## src/rtl/uart_tx.sv

```systemverilog
`timescale 1ns/1ps
// uart_tx: 8N1 UART transmitter fed by a small byte FIFO, LSB first, i_baud_div clocks per bit.
// Define UART_TX_PARITY_EN to insert a parity bit before stop (PARITY_ODD selects odd parity).
module uart_tx #(
   parameter int DATA_WIDTH     = 8,
   parameter int FIFO_DEPTH     = 4,
   parameter int BAUD_DIV_WIDTH = 16
`ifdef UART_TX_PARITY_EN
   ,
   parameter bit PARITY_ODD     = 1'b0
`endif
) (
   input  logic                      i_clk,
   input  logic                      i_rst,
   input  logic [DATA_WIDTH-1:0]     i_data,
   input  logic                      i_wr_n,
   input  logic [BAUD_DIV_WIDTH-1:0] i_baud_div,
   output logic                      o_tx,
   output logic                      o_busy,
   output logic                      o_full,
   output logic                      o_overflow,
   output logic                      o_done_n
);

   localparam int PTR_W = (FIFO_DEPTH > 1) ? $clog2(FIFO_DEPTH) : 1;
   localparam int CNT_W = PTR_W + 1;
   localparam int IDX_W = (DATA_WIDTH > 1) ? $clog2(DATA_WIDTH) : 1;
   localparam logic [CNT_W-1:0]          FULL_CNT = CNT_W'(FIFO_DEPTH);
   localparam logic [IDX_W-1:0]          LAST_BIT = IDX_W'(DATA_WIDTH - 1);
   localparam logic [BAUD_DIV_WIDTH-1:0] ONE      = BAUD_DIV_WIDTH'(1);

   localparam logic [2:0] S_IDLE   = 3'd0;
   localparam logic [2:0] S_START  = 3'd1;
   localparam logic [2:0] S_DATA   = 3'd2;
   localparam logic [2:0] S_STOP   = 3'd3;
`ifdef UART_TX_PARITY_EN
   localparam logic [2:0] S_PARITY = 3'd4;
`endif

   logic [DATA_WIDTH-1:0]     mem [FIFO_DEPTH];
   logic [PTR_W-1:0]          wr_ptr, rd_ptr;
   logic [CNT_W-1:0]          count;
   logic [2:0]                state;
   logic [BAUD_DIV_WIDTH-1:0] baud_reg, baud_cnt, baud_eff;
   logic [IDX_W-1:0]          bit_idx;
   logic [DATA_WIDTH-1:0]     shreg, head;
   logic                      fifo_empty, fifo_full, bit_end, pop, wr_en, tx_level;
`ifdef UART_TX_PARITY_EN
   logic                      parity_bit;
`endif

   assign fifo_empty = (count == '0);
   assign fifo_full  = (count == FULL_CNT);
   assign bit_end    = (baud_cnt == '0);
   // A pop happens from IDLE, or on the last stop cycle so the next frame follows with no gap.
   assign pop        = !fifo_empty && ((state == S_IDLE) || (state == S_STOP && bit_end));
   assign wr_en      = !i_wr_n && (!fifo_full || pop);
   assign baud_eff   = (i_baud_div == '0) ? ONE : i_baud_div;
   assign head       = mem[rd_ptr];
   assign o_full     = fifo_full;

   // NOTE: FIFO storage has no reset; the pointers and count alone define what is valid.
   always_ff @(posedge i_clk) begin
      if (wr_en) mem[wr_ptr] <= i_data;
   end

   // NOTE: sequential state uses non-blocking assignments so every register sees pre-edge values.
   always_ff @(posedge i_clk or posedge i_rst) begin
      if (i_rst) begin
         wr_ptr     <= '0;
         rd_ptr     <= '0;
         count      <= '0;
         o_overflow <= 1'b0;
      end else begin
         if (wr_en) wr_ptr <= wr_ptr + PTR_W'(1);
         if (pop)   rd_ptr <= rd_ptr + PTR_W'(1);
         if (wr_en && !pop)      count <= count + CNT_W'(1);
         else if (pop && !wr_en) count <= count - CNT_W'(1);
         if (!i_wr_n && fifo_full && !pop) o_overflow <= 1'b1;
      end
   end

   always_ff @(posedge i_clk or posedge i_rst) begin
      if (i_rst) begin
         state    <= S_IDLE;
         baud_reg <= ONE;
         baud_cnt <= '0;
         bit_idx  <= '0;
         shreg    <= '0;
`ifdef UART_TX_PARITY_EN
         parity_bit <= 1'b0;
`endif
      end else begin
         case (state)
            S_START: begin
               if (bit_end) begin
                  state    <= S_DATA;
                  baud_cnt <= baud_reg - ONE;
               end else begin
                  baud_cnt <= baud_cnt - ONE;
               end
            end
            S_DATA: begin
               if (bit_end) begin
                  baud_cnt <= baud_reg - ONE;
                  shreg    <= shreg >> 1;
                  if (bit_idx == LAST_BIT) begin
                     bit_idx <= '0;
`ifdef UART_TX_PARITY_EN
                     state   <= S_PARITY;
`else
                     state   <= S_STOP;
`endif
                  end else begin
                     bit_idx <= bit_idx + IDX_W'(1);
                  end
               end else begin
                  baud_cnt <= baud_cnt - ONE;
               end
            end
`ifdef UART_TX_PARITY_EN
            S_PARITY: begin
               if (bit_end) begin
                  state    <= S_STOP;
                  baud_cnt <= baud_reg - ONE;
               end else begin
                  baud_cnt <= baud_cnt - ONE;
               end
            end
`endif
            S_STOP: begin
               if (bit_end) state    <= S_IDLE;
               else         baud_cnt <= baud_cnt - ONE;
            end
            default: state <= S_IDLE;
         endcase

         // Frame load overrides the case above; the divider is captured only here.
         if (pop) begin
            state    <= S_START;
            shreg    <= head;
            baud_reg <= baud_eff;
            baud_cnt <= baud_eff - ONE;
            bit_idx  <= '0;
`ifdef UART_TX_PARITY_EN
            parity_bit <= (^head) ^ PARITY_ODD;
`endif
         end
      end
   end

   // NOTE: default assignment first keeps this combinational block from inferring a latch.
   always_comb begin
      tx_level = 1'b1;
      case (state)
         S_START:  tx_level = 1'b0;
         S_DATA:   tx_level = shreg[0];
`ifdef UART_TX_PARITY_EN
         S_PARITY: tx_level = parity_bit;
`endif
         default:  tx_level = 1'b1;
      endcase
   end

   // Line and status outputs are registered, so the line trails the state by one cycle.
   always_ff @(posedge i_clk or posedge i_rst) begin
      if (i_rst) begin
         o_tx     <= 1'b1;
         o_done_n <= 1'b1;
         o_busy   <= 1'b0;
      end else begin
         o_tx     <= tx_level;
         o_done_n <= !(state == S_STOP && bit_end);
         o_busy   <= (state != S_IDLE) || !fifo_empty;
      end
   end

endmodule
```

## config.mk

```make
export PLATFORM = sky130hd
export DESIGN_NAME = uart_tx
export DESIGN_NICKNAME = d
export VERILOG_FILES = /design/src/rtl/uart_tx.sv
export SDC_FILE = /design/constraint.sdc
export NUM_CORES = 1
export LEC_CHECK = 0
export BUFFER_PORTS_ARGS = -buffer_cell sky130_fd_sc_hd__buf_2
export CORE_MARGIN = 2
export CORE_UTILIZATION = 50
export CTS_BUF_LIST = sky130_fd_sc_hd__clkbuf_4
export DETAILED_ROUTE_END_ITERATION = 8
export PLACE_DENSITY = 0.68
export SETUP_SLACK_MARGIN = 0.02
export SYNTH_ARGS = -nofsm -noshare
export SYNTH_HDL_FRONTEND = slang
export SYNTH_SLANG_ARGS = --single-unit
```

## constraint.sdc

```tcl
create_clock -name i_clk -period 4 [get_ports i_clk]
set_input_delay 0 -clock i_clk [delete_from_list [all_inputs] [get_ports i_clk]]
set_output_delay 0 -clock i_clk [all_outputs]
set_load 0.1 [all_outputs]
```

==> summary.txt <==
Die
  • Rows: 36
  • Core area: 9640 sq um
  • Die width: 103 um
  • IO Pins: 32
  • Chip Height: 103 um
  • Starting Density: 50.6%
  • Die area: 10600 sq um

Clock network
  • Clk Tree Root Cell: clkbuf_4
  • # resized after CTS: 0
  • CTS max path bufs: 2
  • CTS tree: built
  • Hold-fix buffers, CTS: 26
  • Clock sinks: 88
  • Post-CTS Setup Inserts: 0
  • Clock Latency Late Sink: 450 ps
  • H-Tree Depth: 3
  • Clock slew at reported path FFs: 150 ps
  • CTS buffer count: 9

Worst setup path
  • Reg2reg setup slack: 790 ps
  • Crit-path max FO: 8
  • Crit Path Class: flop to flop
  • CP startpoint kind: flop
  • Reg2Reg Depth: 11
  • Critical R2R Capture: count[2]$_DFFE_PP0P_
  • Crit path DAT: 3600 ps
  • CP startpoint: baud_cnt[7]$_DFFE_PP0P_
  • Worst r2r src: baud_cnt[7]$_DFFE_PP0P_
  • WP data required: 4390 ps
  • Worst Setup End Kind: flop

Timing
  • Final hold vios: 0
  • Final WS setup: 788 ps
  • Setup_tns: 0 ps
  • Setup-failing EPs final: 0
  • Minimum clock period: 3210 ps
  • Worst-margin pin slew: 756 ps
  • Worst Clk Skew: 18.9 ps
  • RSZ-0062 raised after global routing: false
  • Max-slew violation count: 0
  • Final period util: 80.3%
  • Max frequency: 311 MHz
  • Slew HR: 49.1%

Final layout
  • Max FFs per register: 32
  • Most common cell after layout, fill and taps aside: nand2_1
  • Fill cells: 839
  • Reg area: 2370 sq um
  • Area Growth Syn to Fin: 12.8%
  • Commonest cells after routing, fill and taps aside: 97 x nand2_1, 53 x dfrtp_1, 35 x nor2_1
  • Diodes inserted: 0
  • Multi-input logic area: 2330 sq um
  • Non-Filler Instances: 670
  • Nets@finish: 575
  • Share of cells above drive strength 1: 14.2%

Synthesis
  • Mean Syn Cell Area: 10.1 sq um
  • Xor/xnor share of the synthesized area: 6.46%
  • Top_reg_cell synth: dfrtp_1
  • Simple-gate area share of the yosys netlist: 21.4%
  • Top-area cell type share of the netlist area: 27.2%
  • Largest family of logic cells by synthesized area: simple AND/OR/NAND/NOR gates
  • Yosys Warn Count: 0
  • Yosys reg bits: 88
  • Seq/Total Area, Yosys: 48.5%
  • Synth unique cells: 64
  • Post-Syn Instances: 483
  • Adder-cell share of the synthesized area: 4.26%
  • Area contributors post-synth: dfrtp_1 27%, edfxtp_1 20%, nand2_1 7.5%
  • Syn Nets: 526
  • Complex-gate fraction of the synthesized area: 10.9%
  • Cell taking the most area after synthesis: dfrtp_1
  • Post-synth EDFFs: 32
  • Synthesized cell area: 4880 sq um
  • FFs w/ async S/R, synth: 63.6%
  • Post-synthesis mux area share: 4.75%

Routing
  • Drt first pass iters: 5
  • Avg WL per Cell: 17.2 um
  • Vias per std cell: 5.71
  • # DRC: 0
  • Number of nets still failing antenna checks after routing: 0
  • Routed WL: 11.5 mm
  • Routed via count: 3823
  • Initial detailed-routing violation count: 287

Global routing
  • Vias in the first global route: 3749
  • Initial antenna violation count: 0
  • Largest net degree at the start of global routing: 57
  • Grt total ovfl: 0
  • First-pass GRT wire length: 19.2 mm
  • Tot GR Track Use: 23.9%

Power and ir drop
  • Psw: 1.84 mW
  • Worst VDD drop: 0.000388 V
  • Logic pwr share: 46.8%
  • LEAKAGE: 2.21 nW
  • Share of power burned in registers: 40.3%
  • Sw Ratio: 45.2%
  • Pint: 2.22 mW
  • PwrDens: 738 nW/um^2
  • Part of the power in the clock network: 12.9%
  • Total power: 4.06 mW

Flow run
  • Max-cap violation count: 0

Placement
  • Worst slack, placed: 847 ps
  • RePlAce Congestion: 0.950
  • DP Cell Count: 628
  • I/O Buffers: 31
  • Dpl hpwl: 8.22 mm

Worst hold path
  • Worst min path class: input pin to async pin

Run status
  • Outcome: finished, final reports clean
## layout make-up
class                      count  area share, %
sequential                    88           43.0
multi-input combinational    358           42.4
timing repair buffer          60           7.96
tap                          133           3.02
clock buffer                  10           1.36
clock inverter                 6           1.23
inverter                      15           1.02
## cells by family (layout without fill, tap and decap cells)
group	count (synthesis)	after routing
DFF	88	88
muxes	13	13
and+or+nand+nor	211	211
AOI/OAI and AO/OA	82	82
adders and majority gates	16	16
xor gates and xnor gates	36	36
buffers and inverters	37	91
## cells in the mapped netlist (5+ instances only)
master	count
edfxtp_1	32
and2_1	5
a21oi_1	17
nor3_1	13
o21ai_1	7
mux4_2	8
xnor2_1	21
or3_1	5
buf_2	11
or4_1	8
clkbuf_1	6
nor2_1	35
nand2_1	97
inv_1	15
ha_1	15
a31oi_1	10
nor4_1	14
xor2_1	15
o21ai_0	14
dfrtp_1	53
nand3_1	6
## power groups by stage
stage	logic [mW]	registers, mW	clock network [mW]
3_5_place_dp	1.87	1.65	0
5_1_grt	2.11	1.70	0.569
2_1_floorplan	1.50	1.60	0
6_report	1.90	1.64	0.523
3_3_place_gp	1.83	1.63	0
4_1_cts	1.89	1.63	0.530
## stage by stage
step / hold slack [ps] / cell area, sq um / util, %
final: 274 / 5500 / 57.1
after global routing: 285 / 5500 / 57.1
after CTS: 259 / 5500 / 57.1
after detailed placement: 217 / 5100 / 52.9
after global placement: 216 / 5100 / 52.9
after floorplan: 96.0 / 4880 / -
## worst max-delay path, stage by stage, from the launching register on
cell	delay, ps
dfrtp_1	460
nor4_1	700
and4_1	300
buf_4	150
nand2_1	110
a21oi_2	340
ha_1	240
inv_1	60
fa_1	380
xor2_1	150
nor2_1	110
xor2_1	150
## how the worst max path moves through the flow
| stage | end | slack [ps] | cells past startpoint |
|---|---|---|---|
| 2_1_floorplan | count[1]$_DFFE_PP0P_ | 850 | 7 |
| 3_3_place_gp | count[2]$_DFFE_PP0P_ | 880 | 11 |
| 3_5_place_dp | count[2]$_DFFE_PP0P_ | 850 | 11 |
| 4_1_cts | count[2]$_DFFE_PP0P_ | 830 | 11 |
| 5_1_grt | count[2]$_DFFE_PP0P_ | 610 | 11 |
| 6_report | count[2]$_DFFE_PP0P_ | 790 | 11 |
## metal layers
layer / global-route usage, % / vias to the layer above / routed length [um]
li1: - / 1830 / -
met1: 34.8 / 1821 / 5210
met2: 37.5 / 149 / 5440
met3: 2.71 / 23 / 635
met4: 8.60 / 0 / 216
met5: 0 / - / 0
No activity file was read; power rests on OpenSTA's default activity.
